===== config.mk =====
export PLATFORM = sky130hd
export DESIGN_NAME = fft_output_buffer
export DESIGN_NICKNAME = d
export VERILOG_FILES = /design/src/rtl/fft_output_buffer.sv
export SDC_FILE = /design/constraint.sdc
export NUM_CORES = 1
export LEC_CHECK = 0
export CAP_MARGIN = 20
export CORE_MARGIN = 1
export CORE_UTILIZATION = 33
export CTS_BUF_LIST = sky130_fd_sc_hd__clkbuf_16
export DETAILED_ROUTE_END_ITERATION = 16
export PLACE_DENSITY = 0.51
export SETUP_SLACK_MARGIN = 0.1
export SYNTH_ARGS = -nofsm -noshare
export SYNTH_HDL_FRONTEND = slang
export SYNTH_SLANG_ARGS = --single-unit

===== constraint.sdc =====
create_clock -name clk -period 8.4 [get_ports clk]
set_input_delay 2.52 -clock clk [delete_from_list [all_inputs] [get_ports clk]]
set_output_delay 2.52 -clock clk [all_outputs]
set_load 0.01 [all_outputs]

===== src/rtl/fft_output_buffer.sv =====
// FFT output buffer: circular word store feeding a registered req/ans
// handshake, with frame-boundary pulse and sticky overflow flag.
module fft_output_buffer #(
   parameter int DATA_W    = 16,
   parameter int DEPTH     = 16,
   parameter int FRAME_LEN = 16
) (
   input  logic                     clk,
   input  logic                     rst,
   input  logic                     en,
   input  logic [DATA_W-1:0]        data_i,
   output logic                     full_o,
   output logic                     req_o,
   input  logic                     ans_i,
   output logic [DATA_W-1:0]        data_o,
   output logic [$clog2(DEPTH):0]   count_o,
   output logic                     frame_done_o,
   output logic                     ovf_o
);

   localparam int AW = $clog2(DEPTH);
   localparam int FW = (FRAME_LEN > 2) ? $clog2(FRAME_LEN) : 1;

   typedef enum logic {EMPTY, HOLD} state_t;

   state_t              state_q, state_d;
   logic [AW-1:0]       wr_ptr_q, wr_ptr_d;
   logic [AW-1:0]       rd_ptr_q, rd_ptr_d;
   logic [AW:0]         count_q, count_d;
   logic [DATA_W-1:0]   data_q, data_d;
   logic [FW-1:0]       fcnt_q, fcnt_d;
   logic                frame_done_q, frame_done_d;
   logic                ovf_q, ovf_d;
   logic [DATA_W-1:0]   mem_q [DEPTH];

   logic                xfer;
   logic                pop;
   logic                push;
   logic                full;

   // Storage array: written only when a word is accepted; no reset needed.
   always_ff @(posedge clk) begin
      if (push) mem_q[wr_ptr_q] <= data_i;
   end

   // Next-state: handshake, storage pop/push, FSM, frame counter, overflow.
   always_comb begin
      state_d      = state_q;
      wr_ptr_d     = wr_ptr_q;
      rd_ptr_d     = rd_ptr_q;
      count_d      = count_q;
      data_d       = data_q;
      fcnt_d       = fcnt_q;
      frame_done_d = 1'b0;
      ovf_d        = ovf_q;

      full = (count_q == (AW+1)'(DEPTH));
      xfer = (state_q == HOLD) && ans_i;
      // Refill the output register whenever it is empty or being drained.
      pop  = (count_q != '0) && ((state_q == EMPTY) || xfer);
      // A full store still accepts a write if a word leaves at the same edge.
      push = en && (!full || pop);

      unique case (state_q)
         EMPTY: if (pop) state_d = HOLD;
         HOLD:  if (xfer && !pop) state_d = EMPTY;
         default: state_d = EMPTY;
      endcase

      if (pop) begin
         data_d   = mem_q[rd_ptr_q];
         rd_ptr_d = rd_ptr_q + AW'(1);
      end
      if (push) wr_ptr_d = wr_ptr_q + AW'(1);
      count_d = count_q + (AW+1)'(push) - (AW+1)'(pop);

      if (en && !push) ovf_d = 1'b1;

      if (xfer) begin
         if (fcnt_q == FW'(FRAME_LEN-1)) begin
            fcnt_d       = '0;
            frame_done_d = 1'b1;
         end else begin
            fcnt_d = fcnt_q + FW'(1);
         end
      end
   end

   // State registers with asynchronous active-low reset.
   always_ff @(posedge clk or negedge rst) begin
      if (!rst) begin
         state_q      <= EMPTY;
         wr_ptr_q     <= '0;
         rd_ptr_q     <= '0;
         count_q      <= '0;
         data_q       <= '0;
         fcnt_q       <= '0;
         frame_done_q <= 1'b0;
         ovf_q        <= 1'b0;
      end else begin
         state_q      <= state_d;
         wr_ptr_q     <= wr_ptr_d;
         rd_ptr_q     <= rd_ptr_d;
         count_q      <= count_d;
         data_q       <= data_d;
         fcnt_q       <= fcnt_d;
         frame_done_q <= frame_done_d;
         ovf_q        <= ovf_d;
      end
   end

   // Output mapping.
   always_comb begin
      req_o        = (state_q == HOLD);
      data_o       = data_q;
      count_o      = count_q;
      full_o       = (count_q == (AW+1)'(DEPTH));
      frame_done_o = frame_done_q;
      ovf_o        = ovf_q;
   end

endmodule


==> results by group <==
Timing
  – Setup violations, final: 0
  – Final TNS setup: 0 ns
  – Final worst slack: 3.549 ns
  – Measured slew at the worst slew-check pin: 1.060 ns
  – Fin crit period: 4.851 ns
  – Fmax: 206.2 MHz
  – Final hold vios: 0
  – Final Hold Slack: approximately 0.47 ns
  – RSZ-0062 raised after global routing: false
  – Clock Skew: roughly 0.0077 ns
  – Slew headroom: 0.2926
  – Post-route clock period utilization: 0.5775
  – Slew Viols, Final: 0

Route
  – Vias: 5431
  – Remaining antenna violation count: 0
  – Drt first pass iters: 4
  – Final WL: 25.33 mm
  – WL per Instance: ~24 um
  – DRC violations left: 0
  – DR vias/cell: between 5 and 6
  – Initial DRC Count: 540

GRT
  – First-pass GRT wire length: 37.75 mm
  – Antenna violations before repair: 0
  – Vias in the first global route: 5652
  – Largest net degree at the start of global routing: 53
  – Grt ovf: 0
  – Global Route Usage Sum: 0.1476

CTS
  – Clk root buf: clkbuf_16
  – Total CTS buffers: 30
  – Clk sink count: 292
  – CTS tree: done
  – H-Tree Depth: 1
  – Hold-fix buffers, CTS: 0
  – Setup Buffers After CTS: 0
  – Resized cells post-CTS: 0
  – Clk pin slew, worst setup/hold paths: 0.06 ns
  – Clk_lat worst skew: approximately 0.55 ns
  – Clock Path Buffers: 3

Placed design
  – Placed insts: 1014
  – GP Congestion: 0.8043
  – Setup WS pre-CTS: roughly 3.0 ns
  – Port Buf Inserts: 44
  – DP HPWL: 15.57 mm

Floorplan
  – Full die area: 0.03510 sq mm
  – Die width: 187.4 um
  – Core Area: 0.03370 sq mm
  – # rows: 67
  – Ports: 45
  – Starting density of the core: 0.3365
  – Die height: 187.4 um

Setup path
  – Worst EP required: 8.87 ns
  – Crit Path Class: in -> reg
  – Worst path arrival time: 5.32 ns
  – Crit-path max FO: 35
  – Worst setup SP type: input pin
  – Crit end category: flop

Synthesis
  – Post-Synthesis Cell Area: 0.01134 sq mm
  – FFs w/ async S/R, synth: 0.1233
  – Synthesized flop and latch total: 292
  – Post-Synthesis Cells: 541
  – Number of synthesized flops with an enable pin: approximately 260
  – Syn avg cell area: 20.96 sq um
  – Top post-synthesis cells by area: edfxtp_1 68%, mux4_2 13%, dfrtp_1 7.9%
  – Post-synthesis sequential area ratio: 0.7574
  – Post-Syn Nets: 573
  – Synth area leader: edfxtp_1
  – Synth Warn #: 0
  – Most used DFF post-synth: edfxtp_1
  – Unique cell type count in the Yosys netlist: 39
  – Post-synth top area share: 0.6780

Cells and area
  – Share of cells above drive strength 1: 0.2154
  – Final design utilization: 0.3927
  – Commonest non-fill, non-tap cell in the layout: edfxtp_1
  – # nets final: 631
  – Fillcell total: just over 3000
  – Most frequent cells in the layout: 256 x edfxtp_1, 64 x mux4_2, 43 x clkdlybuf4s50_1, 34 x dfrtp_1, 31 x clkbuf_16
  – # diodes: 0
  – Layout area overhead: 16.72%
  – Fin cells: 1070

Power
  – Leakage power: 4.413 nW
  – Power Density: 340.9 mW/mm^2
  – Max IR drop VDD: 0.1781 mV

Run
  – Max Cap Viol: 0

Hold path
  – Worst hold path class: reg -> reg

Run status
  – Outcome: finished, final reports clean
[layout make-up]
type                            count  area [sq um]  share of cell area
Clock buffer                       31         775.7             0.05862
Clock inverter                     24         172.7             0.01305
Inverter                            9         33.78            0.002553
Multi-Input combinational cell    212          2567              0.1940
Sequential cell                   292          8593              0.6493
Tap cell                          448         560.5             0.04236
Timing Repair Buffer               54         530.5             0.04009
[layer usage]
layer  GRT usage  share of wire
met1      0.2035           0.44
met2      0.2441           0.49
met3     0.02552          0.054
met4     0.03373          0.020
met5           0              0
[synth_stat cells, types with 3 or more instances]
master    count
xor2_1        3
a21oi_1       4
nand2_1      13
o21ai_0       3
nor2_1       14
edfxtp_1    256
dfrtp_1      36
a211oi_1     15
buf_4         9
mux2i_1      16
nand2b_1      3
xnor2_1       9
inv_1         9
ha_1         11
mux4_2       64
nand3_1       3
buf_2        11
buf_6         4
a21o_1       16
nor3_1        4
o22ai_1      15
[cells by family (layout without fill, tap and decap cells)]
logic type	after synthesis	in the layout	synth area share
multiplexers	81	81	0.1422
AND/OR/NAND/NOR	49	49	0.02119
AO/OA/AOI/OAI	58	58	0.03586
adder cells (fa/ha/maj)	12	12	0.01390
XOR/XNOR	12	12	0.009270
flip-flops	292	292	0.7574
buffers and inverters	37	118	0.02008
[sequential cells by signal, summed over array words and instances, names as in the netlist]
name / flops
req_o: 1
ovf_o: 1
count_o: 5
frame_done_o: 1
rd_ptr_q: 4
mem_q: 256
wr_ptr_q: 4
fcnt_q: 4
data_o: 16
[power breakdown]
group | internal [mW] | total [mW] | switching (mW)
sequential | 1.80 | 1.96 | 0.161
combinational | 0.607 | 1.28 | 0.670
clock | 0.750 | 1.28 | 0.525
total | 3.16 | 4.51 | 1.36
[worst paths after layout]
check                           startpoint           to  slack (ns)  cells after the start
worst max-delay path                 ans_i   count_o[4]        3.55                     12
worst min-delay path                 ovf_o        ovf_o        0.47                      1
worst max register to register  count_o[3]   count_o[4]        5.19                     13
worst min register to register       ovf_o        ovf_o        0.47                      1
max in group asynchronous              rst  rd_ptr_q[2]        5.61                      1
min in group asynchronous              rst    data_o[7]        2.11                      1
[critical path, cell delays in order]
cell	delay (ns)
clkdlybuf4s50_1	0.48
nor2b_1	0.36
or2_2	0.69
nand2_1	0.11
nand2_1	0.10
ha_1	0.16
inv_1	0.06
fa_1	0.42
inv_1	0.07
a21oi_1	0.06
o21bai_1	0.15
xnor2_1	0.13
[through the flow]
stage                     cell area (sq um)  total power [mW]
after detailed placement              12260             3.287
after global placement                12260             3.265
after floorplan                       11340             2.820
after CTS                             13210             4.572
final                                 13230             4.512
after global routing                  13230             4.719
Note: power is estimated with default switching activity, not from simulation.
